<file path="config.mk">
export PLATFORM = sky130hd
export DESIGN_NAME = operand_fetch
export DESIGN_NICKNAME = d
export VERILOG_FILES = /design/src/rtl/operand_fetch_pkg.sv /design/src/rtl/operand_fetch_ea_calc.sv /design/src/rtl/operand_fetch.sv
export SDC_FILE = /design/constraint.sdc
export NUM_CORES = 1
export LEC_CHECK = 0
export CORE_UTILIZATION = 25
export DETAILED_ROUTE_END_ITERATION = 16
export PLACE_DENSITY = 0.42
export SYNTH_ARGS = -nofsm -noshare
export SYNTH_HDL_FRONTEND = slang
export SYNTH_HIERARCHICAL = 1
export SYNTH_SLANG_ARGS = --single-unit
</file>
<file path="constraint.sdc">
create_clock -name clk -period 10.5 [get_ports clk]
set_input_delay 2.1 -clock clk [delete_from_list [all_inputs] [get_ports clk]]
set_output_delay 2.1 -clock clk [all_outputs]
set_load 0.005 [all_outputs]
</file>
<file path="src/rtl/operand_fetch_pkg.sv">
// Shared definitions for the operand-fetch unit: addressing-mode codes
// presented on the mode input, and the FSM state encoding.
// Ports: none (package).
package operand_fetch_pkg;

  // Addressing-mode codes. Codes 11..15 are illegal and finish with error=1.
  localparam logic [3:0] MODE_NONE           = 4'd0;
  localparam logic [3:0] MODE_IMMEDIATE      = 4'd1;
  localparam logic [3:0] MODE_A              = 4'd2;
  localparam logic [3:0] MODE_ZP             = 4'd3;
  localparam logic [3:0] MODE_INDEXED_X      = 4'd4;
  localparam logic [3:0] MODE_ABSOLUTE       = 4'd5;
  localparam logic [3:0] MODE_ABSOLUTE_X     = 4'd6;
  localparam logic [3:0] MODE_ABSOLUTE_Y     = 4'd7;
  localparam logic [3:0] MODE_STACK_RELATIVE = 4'd8;
  localparam logic [3:0] MODE_INDIRECT_X     = 4'd9;
  localparam logic [3:0] MODE_INDIRECT_Y     = 4'd10;

  typedef enum logic [2:0] {
    S_IDLE,
    S_FETCH,
    S_PTR_LO,
    S_PTR_HI,
    S_CALC,
    S_DONE
  } state_e;

  function automatic logic is_indirect(input logic [3:0] mode);
    return (mode == MODE_INDIRECT_X) || (mode == MODE_INDIRECT_Y);
  endfunction

endpackage

</file>
<file path="src/rtl/operand_fetch_ea_calc.sv">
// Combinational effective-address adder/mux used by operand_fetch.
// All sums are formed at REG_WIDTH and then truncated to ADDR_WIDTH.
// Configuration: INDIRECT_MODES_EN adds the pointer inputs/outputs and the
// INDIRECT_X/Y cases; without it those codes report mode_err with ea=0.
// Ports:
//   ptr16     in   16-bit pointer read from memory (indirect build only)
//   ptr_addr  out  address of the pointer low byte (indirect build only)
//   mode      in   addressing-mode code
//   nbytes    in   operand byte count (3 selects a full 24-bit absolute)
//   pc        in   address of the first operand byte
//   reg_x/reg_y/reg_sp/reg_dp  in  latched register values
//   operand   in   assembled operand bytes, little-endian
//   dbr       in   data bank for 16-bit absolute/indirect addresses
//   ea        out  effective address
//   mode_err  out  mode code is not supported
module operand_fetch_ea_calc
  import operand_fetch_pkg::*;
#(
  parameter int ADDR_WIDTH = 24,
  parameter int REG_WIDTH  = 32
) (
`ifdef INDIRECT_MODES_EN
  input  logic [15:0]           ptr16,
  output logic [ADDR_WIDTH-1:0] ptr_addr,
`endif
  input  logic [3:0]            mode,
  input  logic [2:0]            nbytes,
  input  logic [ADDR_WIDTH-1:0] pc,
  input  logic [REG_WIDTH-1:0]  reg_x,
  input  logic [REG_WIDTH-1:0]  reg_y,
  input  logic [REG_WIDTH-1:0]  reg_sp,
  input  logic [REG_WIDTH-1:0]  reg_dp,
  input  logic [REG_WIDTH-1:0]  operand,
  input  logic [7:0]            dbr,
  output logic [ADDR_WIDTH-1:0] ea,
  output logic                  mode_err
);

  logic [REG_WIDTH-1:0] op8;
  logic [REG_WIDTH-1:0] abs_v;
  logic [REG_WIDTH-1:0] sum;

  // NOTE: every output of a combinational block gets a default first so no
  // path through the case can leave it unassigned and infer a latch.
  always_comb begin
    op8      = REG_WIDTH'(operand[7:0]);
    abs_v    = (nbytes == 3'd3) ? REG_WIDTH'(24'(operand))
                                : REG_WIDTH'({dbr, operand[15:0]});
    sum      = '0;
    mode_err = 1'b0;
    case (mode)
      MODE_NONE, MODE_A:   sum = '0;
      MODE_IMMEDIATE:      sum = REG_WIDTH'(pc);
      MODE_ZP:             sum = reg_dp + op8;
      MODE_INDEXED_X:      sum = reg_dp + op8 + reg_x;
      MODE_ABSOLUTE:       sum = abs_v;
      MODE_ABSOLUTE_X:     sum = abs_v + reg_x;
      MODE_ABSOLUTE_Y:     sum = abs_v + reg_y;
      MODE_STACK_RELATIVE: sum = reg_sp + op8;
`ifdef INDIRECT_MODES_EN
      MODE_INDIRECT_X, MODE_INDIRECT_Y:
        sum = REG_WIDTH'({dbr, ptr16}) + ((mode == MODE_INDIRECT_Y) ? reg_y : '0);
`endif
      default:             mode_err = 1'b1;
    endcase
    ea = ADDR_WIDTH'(sum);
  end

`ifdef INDIRECT_MODES_EN
  // Pointer location: dp+op8, pre-indexed by x for INDIRECT_X.
  assign ptr_addr = ADDR_WIDTH'(reg_dp + op8 + ((mode == MODE_INDIRECT_X) ? reg_x : '0));
`endif

endmodule

</file>
<file path="src/rtl/operand_fetch.sv">
// Sequential operand-fetch and effective-address unit. Reads the operand
// bytes following the opcode over a byte-wide request/ready handshake,
// optionally follows a 16-bit pointer, then returns operand and EA with a
// one-cycle done pulse.
// Configuration: define INDIRECT_MODES_EN to enable pointer reads for
// INDIRECT_X/Y; otherwise those modes fetch their bytes and end with error=1.
// Ports:
//   clk, reset        clock (rising edge), asynchronous active-low reset
//   start             request, sampled only in IDLE
//   mode, extra_bytes addressing mode and operand byte count
//   pc                address of the first operand byte
//   reg_x, reg_y, reg_sp, reg_dp, dbr   register inputs
//   mem_addr, mem_rd  read request (held stable until mem_ready)
//   mem_rdata, mem_ready  read response
//   busy, done, error status; error qualifies done
//   operand, ea       results, held until the next start
module operand_fetch
  import operand_fetch_pkg::*;
#(
  parameter int ADDR_WIDTH = 24,
  parameter int REG_WIDTH  = 32,
  parameter int MAX_EXTRA  = 3
) (
  input  logic                  clk,
  input  logic                  reset,
  input  logic                  start,
  input  logic [3:0]            mode,
  input  logic [2:0]            extra_bytes,
  input  logic [ADDR_WIDTH-1:0] pc,
  input  logic [REG_WIDTH-1:0]  reg_x,
  input  logic [REG_WIDTH-1:0]  reg_y,
  input  logic [REG_WIDTH-1:0]  reg_sp,
  input  logic [REG_WIDTH-1:0]  reg_dp,
  input  logic [7:0]            dbr,
  output logic [ADDR_WIDTH-1:0] mem_addr,
  output logic                  mem_rd,
  input  logic [7:0]            mem_rdata,
  input  logic                  mem_ready,
  output logic                  busy,
  output logic                  done,
  output logic                  error,
  output logic [REG_WIDTH-1:0]  operand,
  output logic [ADDR_WIDTH-1:0] ea
);

  state_e                state;
  logic [3:0]            mode_q;
  logic [2:0]            nbytes_q;
  logic [ADDR_WIDTH-1:0] pc_q;
  logic [REG_WIDTH-1:0]  x_q, y_q, sp_q, dp_q;
  logic [7:0]            dbr_q;
  logic                  byte_err_q;
  logic [1:0]            idx;
  logic [REG_WIDTH-1:0]  op_view;
  logic [ADDR_WIDTH-1:0] calc_ea;
  logic                  calc_err;
`ifdef INDIRECT_MODES_EN
  logic [15:0]           ptr16;
  logic [ADDR_WIDTH-1:0] ptr_addr;
`endif

  // Operand including the byte arriving this cycle, so the pointer address
  // can be formed on the same edge that captures the last operand byte.
  always_comb begin
    op_view = operand;
    if (state == S_FETCH && mem_ready)
      op_view[{idx, 3'b000} +: 8] = mem_rdata;
  end

  operand_fetch_ea_calc #(
    .ADDR_WIDTH(ADDR_WIDTH),
    .REG_WIDTH (REG_WIDTH)
  ) u_ea_calc (
`ifdef INDIRECT_MODES_EN
    .ptr16   (ptr16),
    .ptr_addr(ptr_addr),
`endif
    .mode    (mode_q),
    .nbytes  (nbytes_q),
    .pc      (pc_q),
    .reg_x   (x_q),
    .reg_y   (y_q),
    .reg_sp  (sp_q),
    .reg_dp  (dp_q),
    .operand (op_view),
    .dbr     (dbr_q),
    .ea      (calc_ea),
    .mode_err(calc_err)
  );

  // NOTE: state and registered outputs use non-blocking assignments so every
  // register samples pre-edge values regardless of statement order.
  always_ff @(posedge clk or negedge reset) begin
    if (!reset) begin
      state      <= S_IDLE;
      mem_rd     <= 1'b0;
      mem_addr   <= '0;
      busy       <= 1'b0;
      done       <= 1'b0;
      error      <= 1'b0;
      operand    <= '0;
      ea         <= '0;
      mode_q     <= '0;
      nbytes_q   <= '0;
      pc_q       <= '0;
      x_q        <= '0;
      y_q        <= '0;
      sp_q       <= '0;
      dp_q       <= '0;
      dbr_q      <= '0;
      byte_err_q <= 1'b0;
      idx        <= '0;
`ifdef INDIRECT_MODES_EN
      ptr16      <= '0;
`endif
    end else begin
      done <= 1'b0;
      case (state)
        S_IDLE: if (start) begin
          mode_q     <= mode;
          nbytes_q   <= extra_bytes;
          pc_q       <= pc;
          x_q        <= reg_x;
          y_q        <= reg_y;
          sp_q       <= reg_sp;
          dp_q       <= reg_dp;
          dbr_q      <= dbr;
          operand    <= '0;
          idx        <= '0;
          busy       <= 1'b1;
          byte_err_q <= (extra_bytes > 3'(MAX_EXTRA));
`ifdef INDIRECT_MODES_EN
          ptr16      <= '0;
`endif
          // Illegal byte counts skip the fetch like extra_bytes=0, so the
          // error is reported from CALC with the same 2-cycle latency.
          if (extra_bytes == 3'd0 || extra_bytes > 3'(MAX_EXTRA)) begin
            state <= S_CALC;
          end else begin
            state    <= S_FETCH;
            mem_rd   <= 1'b1;
            mem_addr <= pc;
          end
        end
        S_FETCH: if (mem_ready) begin
          operand <= op_view;
          if ({1'b0, idx} == nbytes_q - 3'd1) begin
`ifdef INDIRECT_MODES_EN
            if (is_indirect(mode_q)) begin
              state    <= S_PTR_LO;
              mem_addr <= ptr_addr;
            end else
`endif
            begin
              mem_rd <= 1'b0;
              state  <= S_CALC;
            end
          end else begin
            idx      <= idx + 2'd1;
            mem_addr <= mem_addr + ADDR_WIDTH'(1);
          end
        end
`ifdef INDIRECT_MODES_EN
        S_PTR_LO: if (mem_ready) begin
          ptr16[7:0] <= mem_rdata;
          mem_addr   <= mem_addr + ADDR_WIDTH'(1);
          state      <= S_PTR_HI;
        end
        S_PTR_HI: if (mem_ready) begin
          ptr16[15:8] <= mem_rdata;
          mem_rd      <= 1'b0;
          state       <= S_CALC;
        end
`endif
        S_CALC: begin
          ea    <= byte_err_q ? '0 : calc_ea;
          error <= byte_err_q | calc_err;
          done  <= 1'b1;
          state <= S_DONE;
        end
        S_DONE: begin
          busy  <= 1'b0;
          state <= S_IDLE;
        end
        default: begin
          mem_rd <= 1'b0;
          busy   <= 1'b0;
          state  <= S_IDLE;
        end
      endcase
    end
  end

endmodule

</file>
==> results by group <==
Status
  – Status: finished, final reports clean

Power
  – Pleak: around 7.7 nW
  – Sw Pwr: about 2.6 mW
  – Pint: around 3.2 mW
  – PwrDens: 307.1 nW/um^2
  – Flop pwr share: between 20% and 30%
  – Power Total: ~5.8 mW
  – Peak supply drop: 162.4 uV
  – Clock power share: about 17%
  – Sw Ratio: a little under half
  – Comb power frac: 55.3%

Clock tree
  – Htree depth: 1
  – Root Buffer: clkbuf_16
  – CTS Buffer Depth: 3
  – TritonCTS Buffers: 28
  – Worst-path clk slew: 60 ps
  – CTS resizes: 0
  – CTS tree: built
  – Sink Count: around 220
  – Skew-Pair Late Insertion Delay: just under 600 ps
  – Post-CTS Setup Bufs: 0
  – CTS Hold Bufs: 0

Route
  – Detailed Route WL: approximately 56,000 um
  – DRC Markers: 0
  – Via count: about 13k
  – Via density: 5.104
  – WL/cell: 22.57 um
  – Pre-Repair DR Iteration Count: 5
  – DR iter-0 viols: 1,004
  – Final antenna-violating net count: 0

Floorplanning
  – Die height: between 200 and 250 um
  – Die ar.: 60,390 um^2
  – # IOs: roughly 260
  – Initial core utilization: 25.50%
  – Die W: 245.7 um
  – Area of the core: between 50,000 and 60,000 um^2
  – Rows: 88

Critical path
  – RR Endpoint: ea[18]
  – Worst Setup End Kind: flop
  – Critical path data arrival time: 8490 ps
  – FF-to-FF path depth: 24
  – Crit path largest cell delay: 530 ps
  – Critical Path Most Common Cell: o21ai_0
  – RR Startpoint: idx[0]
  – Top cell family by delay on the critical path: compound AO/OA/AOI/OAI gates
  – Crit path kind: in -> reg
  – Slowest cell on crit path: clkdlybuf4s50_1
  – Crit-path cells: clkdlybuf4s50_1 > and2_4 > nand2_8 > nor4b_4 > a22o_1 > inv_1 > fa_1 > nor2b_1 > o21ai_0 > a21boi_1 > o21ai_1 > a211oi_2 > nand2_1 > xnor2_1 > ha_1 > a21o_1 > a21oi_1 > o22a_1 > nand3_1 > a32oi_1 > mux2_2 > o221ai_1 > nand3b_1 > o21ai_0
  – Worst Path Required: around 11,000 ps
  – CP startpoint kind: input pin
  – Crit-path max FO: 10
  – Worst Path Buf+Inv: 2
  – Worst reg-to-reg setup slack: about 3400 ps

Timing
  – RSZ-0062 raised after global routing: no
  – Slew @ Worst Pin: 1094 ps
  – Final TNS setup: 0 ps
  – FMAX: about 120 MHz
  – # setup viols final: 0
  – Normalized max-slew margin: between 20% and 30%
  – Final hold vios: 0
  – Hold_ws: a little under 500 ps
  – Final Max Slew Viols: 0
  – Final cycle utilization of the critical path: roughly 76%
  – Period minus WS final: 8016 ps
  – Worst Skew: 32.81 ps

Synth
  – Synthesized area: ~15,000 um^2
  – Post-Syn Area per Cell: 9.948 um^2
  – Post-Syn Nets: roughly 1.8k
  – Synth warn: 6
  – Synth Instances: 1,493

Min path
  – Hold Path Class: reg -> reg
  – Hold Path Cell Cnt: 1
  – Min-delay src: operand[28]
  – Hold Path Sink: operand[28]

Global route
  – Initial antenna violation count: 3
  – Vias in the first global route: ~13k
  – Gr usage total: approximately 18%
  – GRT Residual Overflow: 0
  – Global-route wire length before repair: between 80,000 and 90,000 um
  – Pin count of the biggest net entering global routing: 95

Layout
  – Final #Nets: approximately 1.9k
  – Layout area overhead: 26.20%
  – Commonest non-fill, non-tap cell in the layout: clkdlybuf4s50_1
  – Share of layout cells above drive strength 1: between 10% and 20%
  – Design Area, Final: ~19,000 um^2
  – Most frequent cells in the layout: clkdlybuf4s50_1, dfrtp_1, mux2_2, nand2_1, o21ai_0

Place
  – PortBufs: 230
  – Dpl cell area: 17,840 um^2
  – DP HPWL: 43,010 um
  – RD Place Congestion: slightly below 0.9

Run
  – Max-cap violations: 0
-- through the flow --
| stage | instances | util, % | setup WS [ps] |
|---|---|---|---|
| floorplan | 1493 | - | 3788 |
| global placement | 2417 | 30.62 | 1931 |
| detailed placement | 2417 | 30.62 | 1920 |
| CTS | 2467 | 32.17 | 2482 |
| global route | 2468 | 32.17 | 1955 |
| finish | 2470 | 32.18 | 2484 |
-- flip-flops by register name, indices dropped and copies added, names as in the netlist --
name and count:
sp_q 24, x_q 24, done 1, y_q 24
mem_rd 1, mem_addr 24, idx 2, busy 1
dp_q 24, error 1, state 2, operand 32
pc_q 24, dbr_q 8, mode_q 4, ea 24
nbytes_q 3, byte_err_q 1
-- per-layer routing --
layer / up-vias / track usage (%) / wire (um)
li1: 5959 / - / -
met1: 6281 / 23.54 / 24380
met2: 297 / 32.10 / 27460
met3: 67 / 2.914 / 2590
met4: 4 / 4.311 / 1290
met5: - / 0 / 20
-- how the worst max path moves through the flow --
stage               startpoint     end  slack [ps]  cells after the start
floorplan            mem_ready  ea[22]        3790                     26
global route         mem_ready  ea[22]        1950                     24
finish               mem_ready  ea[18]        2480                     24
CTS                  mem_ready  ea[23]        2480                     25
detailed placement   mem_ready  ea[23]        1920                     25
global placement     mem_ready  ea[18]        1930                     24
-- layout make-up --
type | count | area (um^2)
Multi-Input combinational cell | 1127 | 8662
Tap cell | 765 | 957.2
Sequential cell | 224 | 5605
Clock buffer | 36 | 770.7
Antenna cell | 3 | 7.507
Inverter | 61 | 229.0
Clock inverter | 14 | 130.1
Timing Repair Buffer | 240 | 2382
Fill cell | 5920 | 39500
-- power by group through the flow --
stage	combinational [mW]	sequential, mW	clock (mW)
final	3.18	1.62	0.953
after global routing	3.50	1.69	1.02
after CTS	3.19	1.63	0.989
after detailed placement	3.18	1.65	0
after global placement	3.17	1.64	0
after floorplan	2.24	1.47	0
-- worst reg2reg max path: cells and delay by family, from the launching register on --
family,cells,cell delay [ps]
mux,1,390
compound gates,11,2650
buf+inv,2,440
simple gates,6,1190
flops,1,540
fa+ha+maj,3,1380
xor+xnor,1,390
Note: power is estimated with default switching activity, not from simulation.
